File: config.mk
export PLATFORM = sky130hd
export DESIGN_NAME = sram_arbiter
export DESIGN_NICKNAME = d
export VERILOG_FILES = /design/src/rtl/sram_arb_pkg.sv /design/src/rtl/sram_arbiter.sv
export SDC_FILE = /design/constraint.sdc
export NUM_CORES = 1
export LEC_CHECK = 0
export CAP_MARGIN = 20
export CORE_MARGIN = 2
export CORE_UTILIZATION = 40
export DETAILED_ROUTE_END_ITERATION = 8
export PLACE_DENSITY = 0.77
export SYNTH_ARGS = -nofsm -noshare
export SYNTH_HDL_FRONTEND = slang
export SYNTH_SLANG_ARGS = --single-unit
File: constraint.sdc
create_clock -name clk -period 2.5 [get_ports clk]
set_input_delay 0.625 -clock clk [delete_from_list [all_inputs] [get_ports clk]]
set_output_delay 0.625 -clock clk [all_outputs]
set_load 0.1 [all_outputs]
File: src/rtl/sram_arb_pkg.sv
// Shared types and default sizes for the audio SRAM arbiter.
package sram_arb_pkg;

  localparam int unsigned ADDR_W_DEF  = 20;
  localparam int unsigned DATA_W_DEF  = 16;
  localparam int unsigned ACC_CYC_DEF = 2;
  localparam int unsigned CNT_W       = 4;

  typedef enum logic [2:0] {
    ST_IDLE     = 3'd0,
    ST_WR_SETUP = 3'd1,
    ST_WR_PULSE = 3'd2,
    ST_WR_HOLD  = 3'd3,
    ST_RD_PULSE = 3'd4,
    ST_RD_DONE  = 3'd5
  } sram_arb_state_e;

  typedef enum logic {
    GRANT_WR = 1'b0,
    GRANT_RD = 1'b1
  } sram_arb_grant_e;

endpackage

File: src/rtl/sram_arbiter.sv
// Round-robin arbiter and fixed-timing access sequencer for the shared audio SRAM.
// Every output is a register loaded from the next-state decode.
module sram_arbiter
  import sram_arb_pkg::*;
#(
  parameter int unsigned ADDR_W  = ADDR_W_DEF,
  parameter int unsigned DATA_W  = DATA_W_DEF,
  parameter int unsigned ACC_CYC = ACC_CYC_DEF
) (
  input  logic              clk,
  input  logic              rst_n,
  input  logic              wr_req,
  input  logic [ADDR_W-1:0] wr_addr,
  input  logic [DATA_W-1:0] wr_data,
  output logic              wr_ack,
  input  logic              rd_req,
  input  logic [ADDR_W-1:0] rd_addr,
  output logic              rd_ack,
  output logic [DATA_W-1:0] rd_data,
  output logic [ADDR_W-1:0] sram_addr,
  output logic [DATA_W-1:0] sram_dq_o,
  output logic              sram_dq_oe,
  input  logic [DATA_W-1:0] sram_dq_i,
  output logic              sram_we_n,
  output logic              sram_oe_n,
  output logic              sram_ce_n,
  output logic              sram_ub_n,
  output logic              sram_lb_n,
  output logic              busy
);

  localparam logic [CNT_W-1:0] CNT_LOAD = CNT_W'(ACC_CYC - 1);

  sram_arb_state_e  state_q, state_d;
  sram_arb_grant_e  last_q, last_d;
  logic [CNT_W-1:0]  cnt_q, cnt_d;
  logic [ADDR_W-1:0] addr_q, addr_d;
  logic [DATA_W-1:0] dq_q, dq_d;
  logic [DATA_W-1:0] cap_q, cap_d;
  logic [DATA_W-1:0] rd_data_q, rd_data_d;
  logic we_n_q, we_n_d, oe_n_q, oe_n_d, ce_n_q, ce_n_d;
  logic dq_oe_q, dq_oe_d, wr_ack_q, wr_ack_d, rd_ack_q, rd_ack_d, busy_q, busy_d;

  // Next-state, grant and registered-output decode
  always_comb begin
    state_d   = state_q;
    last_d    = last_q;
    cnt_d     = cnt_q;
    addr_d    = addr_q;
    dq_d      = dq_q;
    cap_d     = cap_q;
    rd_data_d = rd_data_q;

    unique case (state_q)
      ST_IDLE: begin
        if (wr_req && (!rd_req || last_q == GRANT_RD)) begin
          state_d = ST_WR_SETUP;
          last_d  = GRANT_WR;
          addr_d  = wr_addr;
          dq_d    = wr_data;
        end else if (rd_req) begin
          state_d = ST_RD_PULSE;
          last_d  = GRANT_RD;
          addr_d  = rd_addr;
          cnt_d   = CNT_LOAD;
        end
      end
      ST_WR_SETUP: begin
        state_d = ST_WR_PULSE;
        cnt_d   = CNT_LOAD;
      end
      ST_WR_PULSE: begin
        if (cnt_q == '0) state_d = ST_WR_HOLD;
        else             cnt_d   = cnt_q - CNT_W'(1);
      end
      ST_WR_HOLD: state_d = ST_IDLE;
      ST_RD_PULSE: begin
        if (cnt_q == '0) begin
          state_d = ST_RD_DONE;
          cnt_d   = CNT_W'(1);
          cap_d   = sram_dq_i;
        end else begin
          cnt_d = cnt_q - CNT_W'(1);
        end
      end
      // Capture cycle then ack cycle, so reads match the write latency
      ST_RD_DONE: begin
        if (cnt_q == '0) state_d = ST_IDLE;
        else             cnt_d   = cnt_q - CNT_W'(1);
      end
      default: state_d = ST_IDLE;
    endcase

    we_n_d   = (state_d != ST_WR_PULSE);
    oe_n_d   = (state_d != ST_RD_PULSE);
    ce_n_d   = (state_d == ST_IDLE);
    dq_oe_d  = (state_d == ST_WR_SETUP) || (state_d == ST_WR_PULSE) ||
               (state_d == ST_WR_HOLD);
    wr_ack_d = (state_d == ST_WR_HOLD);
    rd_ack_d = (state_d == ST_RD_DONE) && (cnt_d == '0);
    busy_d   = (state_d != ST_IDLE);
    if (rd_ack_d) rd_data_d = cap_q;
  end

  always_ff @(posedge clk or negedge rst_n) begin
    if (!rst_n) begin
      state_q   <= ST_IDLE;
      last_q    <= GRANT_RD;
      cnt_q     <= '0;
      addr_q    <= '0;
      dq_q      <= '0;
      cap_q     <= '0;
      rd_data_q <= '0;
      we_n_q    <= 1'b1;
      oe_n_q    <= 1'b1;
      ce_n_q    <= 1'b1;
      dq_oe_q   <= 1'b0;
      wr_ack_q  <= 1'b0;
      rd_ack_q  <= 1'b0;
      busy_q    <= 1'b0;
    end else begin
      state_q   <= state_d;
      last_q    <= last_d;
      cnt_q     <= cnt_d;
      addr_q    <= addr_d;
      dq_q      <= dq_d;
      cap_q     <= cap_d;
      rd_data_q <= rd_data_d;
      we_n_q    <= we_n_d;
      oe_n_q    <= oe_n_d;
      ce_n_q    <= ce_n_d;
      dq_oe_q   <= dq_oe_d;
      wr_ack_q  <= wr_ack_d;
      rd_ack_q  <= rd_ack_d;
      busy_q    <= busy_d;
    end
  end

  assign sram_addr  = addr_q;
  assign sram_dq_o  = dq_q;
  assign sram_dq_oe = dq_oe_q;
  assign sram_we_n  = we_n_q;
  assign sram_oe_n  = oe_n_q;
  assign sram_ce_n  = ce_n_q;
  assign sram_ub_n  = ce_n_q;
  assign sram_lb_n  = ce_n_q;
  assign wr_ack     = wr_ack_q;
  assign rd_ack     = rd_ack_q;
  assign rd_data    = rd_data_q;
  assign busy       = busy_q;

endmodule
==> metrics, run 1 <==
routed wire length=7.651 mm; Crit. Startpoint=cnt_q[1]; GP Congestion=0.8620; fin nets=502; post-synthesis simple-gate area fraction=6.382%; reg2reg start=cnt_q[1]; Worst-Skew Late Latency=350 ps; Worst Path Required=2740 ps; largest family of logic cells by synthesized area=multiplexers; drt via density=4.894; Final Non-Filler Cells=537; CTS sink cnt=83; Area contributors post-synth=dfrtp_1, mux2_2, mux2i_1, mux2_4, o21ai_0; Synth Area in XOR/XNOR=0.2428%; number of flops mapped to enable cells by yosys=0; Net Count, Synth=356; initial antenna violation count=0; Pre-antenna DRT Iters=4; mux cell area share after synthesis=21.47%; max cap viols=0; GRT Overall Usage=16.07%; Worst Setup Slack, final=83.94 ps; syn_area_per_cell=12.98 µm²; Yosys Warn Count=0; final max-slew violation count=0; Seq cells post-synth=83; crit path cell chain=inv_2 > ha_4 > nor3b_4 > inv_2 > ha_1 > nand2b_4 > o32ai_4 > nand3b_4 > buf_12 > mux2_4; fmax=413.9 MHz; IO Port Bufs=136; Setup WS pre-CTS=-113.2 ps; worst reg2reg path depth=10; DR DRC count=0; worst min path class=in -> async; Crit path max-delay family=simple AND/OR/NAND/NOR gates; CTS tree=built; ANT cells=0; fraction of layout cells with a size suffix above 1=37.30%; 1st-iter DRT viols=46; FF-to-FF setup slack=80 ps; Area Growth Syn to Fin=45.82%; Period minus WS final=2416 ps; Tcrit/Tclk final=96.64%; fillers=723; Worst-path clk slew=90 ps; Final HPWL DP=5.767 mm; Crit Path Category=reg -> reg; CTS Root Buffer Type=clkbuf_8; post-synth cell types=42; Hold Buf Count CTS=0; CP arrival=2650 ps; Die Width=98.97 µm; Worst path slowest cell=dfrtp_1; crit end category=flip-flop; outcome=completed; Gate Count Post-Synth=278; Slew headroom=69.18%; Core Area=8721 µm²; post-synthesis sequential area ratio=57.72%; Final Hold Viols=0; adder-cell share of the synthesized area=0.6937%; final antenna-violating net count=0; Commonest cells post-synth=dfrtp_1, mux2_2, o21ai_0; clock skew after layout=10.71 ps; die footprint=9794 µm²; drt wl/cell=14.25 µm; num rows=34; pin count of the biggest net entering global routing=41; most frequent cell after synthesis=dfrtp_1; H-tree depth=3; Synth Cell Area=3607 µm²; Top Ports=137; WP buf/inv=3; first-pass GRT wire length=12.64 mm; CP Depth=10; initial core utilization=41.36%; vias=2628; clock buffer depth=2; final setup vio count=0; vias in the first global route=2684; Worst-Margin Slew=458.7 ps; post-synthesis compound-gate area fraction=9.816%; startpoint types=flip-flop; Die Ht=98.97 µm; Top FF cell, synth=dfrtp_1; CP max stage delay=420 ps; DP Cell Count=520; largest area contributor in the netlist=dfrtp_1; cell repeated most along the worst path=inv_2; fraction of registers with async set/reset=100.0%; top-area cell type share of the netlist area=54.80%; worst-path maximum fanout=17; TritonCTS Buffers=9; grt total ovfl=0
-- layer usage --
| metal | part of all wire, % | GRT usage (%) | up-vias |
|---|---|---|---|
| met5 | 0 | 0 | - |
| li1 | - | - | 1273 |
| met1 | 41 | 20.20 | 1252 |
| met4 | 1.8 | 6.322 | 0 |
| met2 | 51 | 27.08 | 93 |
| met3 | 6.3 | 3.475 | 10 |
-- repair_timing --
item | 4_1_cts | 5_1_grt
gates resized for setup | 0 | 3
buffers inserted | 0 | 1
endpoints found under the setup margin | 0 | 16
-- cell usage in the layout (no fill, tap or decap), types with 2 or more instances in the layout --
cell type / n
dfrtp_1: 79
buf_4: 75
clkdlybuf4s50_1: 74
mux2_2: 39
o21ai_0: 26
nand2_1: 25
mux2i_1: 20
mux2_4: 9
clkbuf_8: 9
inv_1: 7
nor2_1: 5
a21oi_1: 4
dfstp_2: 4
inv_2: 3
a31oi_1: 3
o221ai_1: 3
buf_12: 3
nand2b_1: 2
o211ai_1: 2
or3_1: 2
a211oi_1: 2
nor3_1: 2
nand3_1: 2
clkinv_4: 2
inv_6: 2
-- final timing paths --
path                                       to
worst max-delay path               rd_data[9]
worst min-delay path               sram_dq_oe
worst max register to register     rd_data[9]
worst min register to register  sram_addr[16]
max in group asynchronous        sram_dq_o[4]
min in group clk                sram_addr[16]
-- sequential cells by signal, summed over array words and instances (netlist names) --
register	cells
rd_data	16
sram_addr	20
last_q	1
sram_we_n	1
sram_dq_oe	1
sram_dq_o	16
busy	1
rd_ack	1
cnt_q	4
sram_oe_n	1
wr_ack	1
cap_q	16
state_q	3
sram_ce_n	1
-- cell families (layout without fill, tap and decap cells) --
group,count (synthesis),after routing
flops,83,83
mux,68,68
compound gates,52,52
simple gates,45,45
buf+inv,27,178
fa+ha+maj,2,2
xor+xnor,1,1
-- through the flow --
stage / util [%] / hold WS (ps) / TNS, ps / cell area, µm²
5_1_grt: 60.32 / 232.3 / -10.54 / 5260
3_5_place_dp: 57.63 / 471.6 / -1557 / 5026
6_report: 60.32 / 221.0 / 0 / 5260
4_1_cts: 60.01 / 213.2 / 0 / 5234
3_3_place_gp: 57.63 / 462.6 / -1179 / 5026
2_1_floorplan: - / 329.4 / 0 / 3626
-- cell type report --
type                    instances  area, µm²  area share, %
flip-flops and latches         83       2082          39.58
well taps                     108      135.1          2.569
multi-input cells             168       1434          27.26
clock buffers                   9      123.9          2.355
inverters                      10      37.54         0.7136
clock inverters                 7      83.83          1.594
repair buffers                152       1364          25.93
Power of run 1 is not shown: default switching activity piles up to over one toggle a cycle in this logic, so the estimate is an artifact.
==> run 2, diff against run 1 <==
--- a/config.mk
+++ b/config.mk
@@ -9,7 +9,8 @@
 export CORE_MARGIN = 2
 export CORE_UTILIZATION = 40
 export DETAILED_ROUTE_END_ITERATION = 8
-export PLACE_DENSITY = 0.77
+export PLACE_DENSITY = 0.8
 export SYNTH_ARGS = -nofsm -noshare
 export SYNTH_HDL_FRONTEND = slang
 export SYNTH_SLANG_ARGS = --single-unit
+export TNS_END_PERCENT = 1
==> metrics, run 2 (synthesis gave the netlist of run 1 again) <==
most common cell after layout, fill and taps aside=dfrtp_1; Die Width=98.97 µm (unchanged); Core Area=8721 µm² (unchanged); Area Growth Syn to Fin=45.47%; vias in the first global route=2699 (+0.56%); IO Port Bufs=136 (unchanged); final setup vio count=0 (unchanged); clock buffer depth=2 (unchanged); initial core utilization=41.36% (unchanged); first-pass GRT wire length=12.21 mm (-3.4%); Hold Buf Count CTS=0 (unchanged); RSZ-0062 raised after global routing=false; fillers=725 (+0.28%); most frequent cells in the layout=dfrtp_1, buf_4, clkdlybuf4s50_1; Worst Setup Slack, final=128.8 ps (+44.88 ps); worst-path maximum fanout=17 (unchanged); crit end category=flip-flop; grt total ovfl=0 (unchanged); vias=2609 (-0.72%); max cap viols=0 (unchanged); final antenna-violating net count=0 (unchanged); worst min path class=in -> async; Final Non-Filler Cells=536 (-0.19%); H-tree depth=3 (unchanged); CTS Root Buffer Type=clkbuf_8; gr busiest metal=met2; Pre-antenna DRT Iters=4 (unchanged); Worst-path clk slew=80 ps (about the same); outcome=completed; Placed Area=5019 µm² (-0.15%); pin count of the biggest net entering global routing=48 (+17%); Slew headroom=67.87% (-1.3 points); final max-slew violation count=0 (unchanged); CTS tree=built; Worst Path Required=2720 ps (-20 ps); worst reg2reg path depth=10 (unchanged); CTS sink cnt=83 (unchanged); num rows=34 (unchanged); CP arrival=2590 ps (-60 ps); fin area=5248 µm² (-0.24%); Setup WS pre-CTS=-123.5 ps (-10.34 ps); Crit Path Category=reg -> reg; initial antenna violation count=0 (unchanged); ANT cells=0 (unchanged); GP Congestion=0.7670 (-11%); GRT Overall Usage=15.38% (-0.68 points); Worst-Skew Late Latency=340 ps (about the same); fraction of layout cells with a size suffix above 1=36.92% (-0.38 points); fin nets=502 (unchanged); clock skew after layout=9.057 ps (-1.656 ps); DP Cell Count=519 (-0.19%); Worst-Margin Slew=481.9 ps (+23.19 ps); met1 usage=19.12% (-1.1 points); Top Ports=137 (unchanged); routed wire length=7.343 mm (-4.0%); Period minus WS final=2371 ps (-44.88 ps); Worst path slowest cell=dfrtp_1; Global Route met3 Usage=3.688% (+0.21 points); TritonCTS Buffers=9 (unchanged); Die Ht=98.97 µm (unchanged); Tcrit/Tclk final=94.85% (-1.8 points); crit path cell chain=inv_2 > ha_4 > nor3b_4 > inv_2 > ha_1 > nand2b_1 > o32ai_2 > nand3b_4 > buf_12 > mux2_4; met2 usage=26.40% (-0.68 points); number of flip-flops in the largest register=20 (unchanged); die footprint=9794 µm² (unchanged); CP max stage delay=390 ps (-30 ps); Final HPWL DP=5.546 mm (-3.8%); drt via density=4.868 (-0.54%); fmax=421.7 MHz (+1.9%); cell repeated most along the worst path=inv_2; drt wl/cell=13.70 µm (-3.8%); DR DRC count=0 (unchanged); 1st-iter DRT viols=120 (+160%); startpoint types=flip-flop; Final Hold Viols=0 (unchanged); final core utilization=60.17% (-0.14 points)
==> run 2: cell count changes in the layout (fill, tap and decap cells not counted), sizes merged <==
cell	change
bufinv	+1
inv	-2
==> run 2: routing by layer <==
| layer | vias to the layer above | wire length, µm |
|---|---|---|
| li1 | 1272 | - |
| met1 | 1228 | 3042 |
| met2 | 100 | 3674 |
| met3 | 9 | 551 |
| met4 | 0 | 76 |
| met5 | - | 0 |
==> run 2: final cells by class <==
cell class / count / area (µm²) / share of cell area [%]
Clock inverter: 6 / 90.09 / 1.717
Inverter: 10 / 37.54 / 0.7153
Sequential cell: 83 / 2082 / 39.68
Multi-Input combinational cell: 168 / 1415 / 26.97
Tap cell: 108 / 135.1 / 2.575
Timing Repair Buffer: 152 / 1364 / 25.99
Clock buffer: 9 / 123.9 / 2.361
==> run 2: metrics by stage <==
step / setup TNS (ps) / hold slack, ps
floorplan: 0 / 329.4
global placement: -1067 / 464.2
detailed placement: -1751 / 472.9
CTS: 0 / 242.9
global route: 0 / 255.1
finish: 0 / 240.1
==> run 2: final timing paths <==
check	from	end	slack, ps
min reg2reg	sram_addr[16]	sram_addr[16]	490
max	cnt_q[1]	rd_data[11]	130
max reg2reg	cnt_q[1]	rd_data[11]	130
min in group clk	sram_addr[16]	sram_addr[16]	490
max in group asynchronous	rst_n	rd_data[4]	1640
min	rst_n	sram_dq_o[4]	240
==> run 2: timing repair <==
item | CTS | global route
endpoints found under the setup margin | 0 | 16
buffers inserted | 0 | 2
hold endpoints to repair | 0 | 0
gates resized for setup | 0 | 1
==> run 2: critical path: cells and delay by family (launching register included) <==
kind	cells	cell delay [ps]
and+or+nand+nor	3	500
muxes	1	290
DFF	1	390
buffers and inverters	3	300
adders and majority gates	2	450
AOI/OAI and AO/OA	1	320
Power of run 2 is left out for the same reason.
==> run 3, diff against run 2 <==
--- a/config.mk
+++ b/config.mk
@@ -8,6 +8,7 @@
 export CAP_MARGIN = 20
 export CORE_MARGIN = 2
 export CORE_UTILIZATION = 40
+export CTS_CLUSTER_SIZE = 24
 export DETAILED_ROUTE_END_ITERATION = 8
 export PLACE_DENSITY = 0.8
 export SYNTH_ARGS = -nofsm -noshare
==> results of run 3 <==
The final DEF is identical to that of run 2; final timing and power are the same.
Power of run 3 is left out for the same reason.
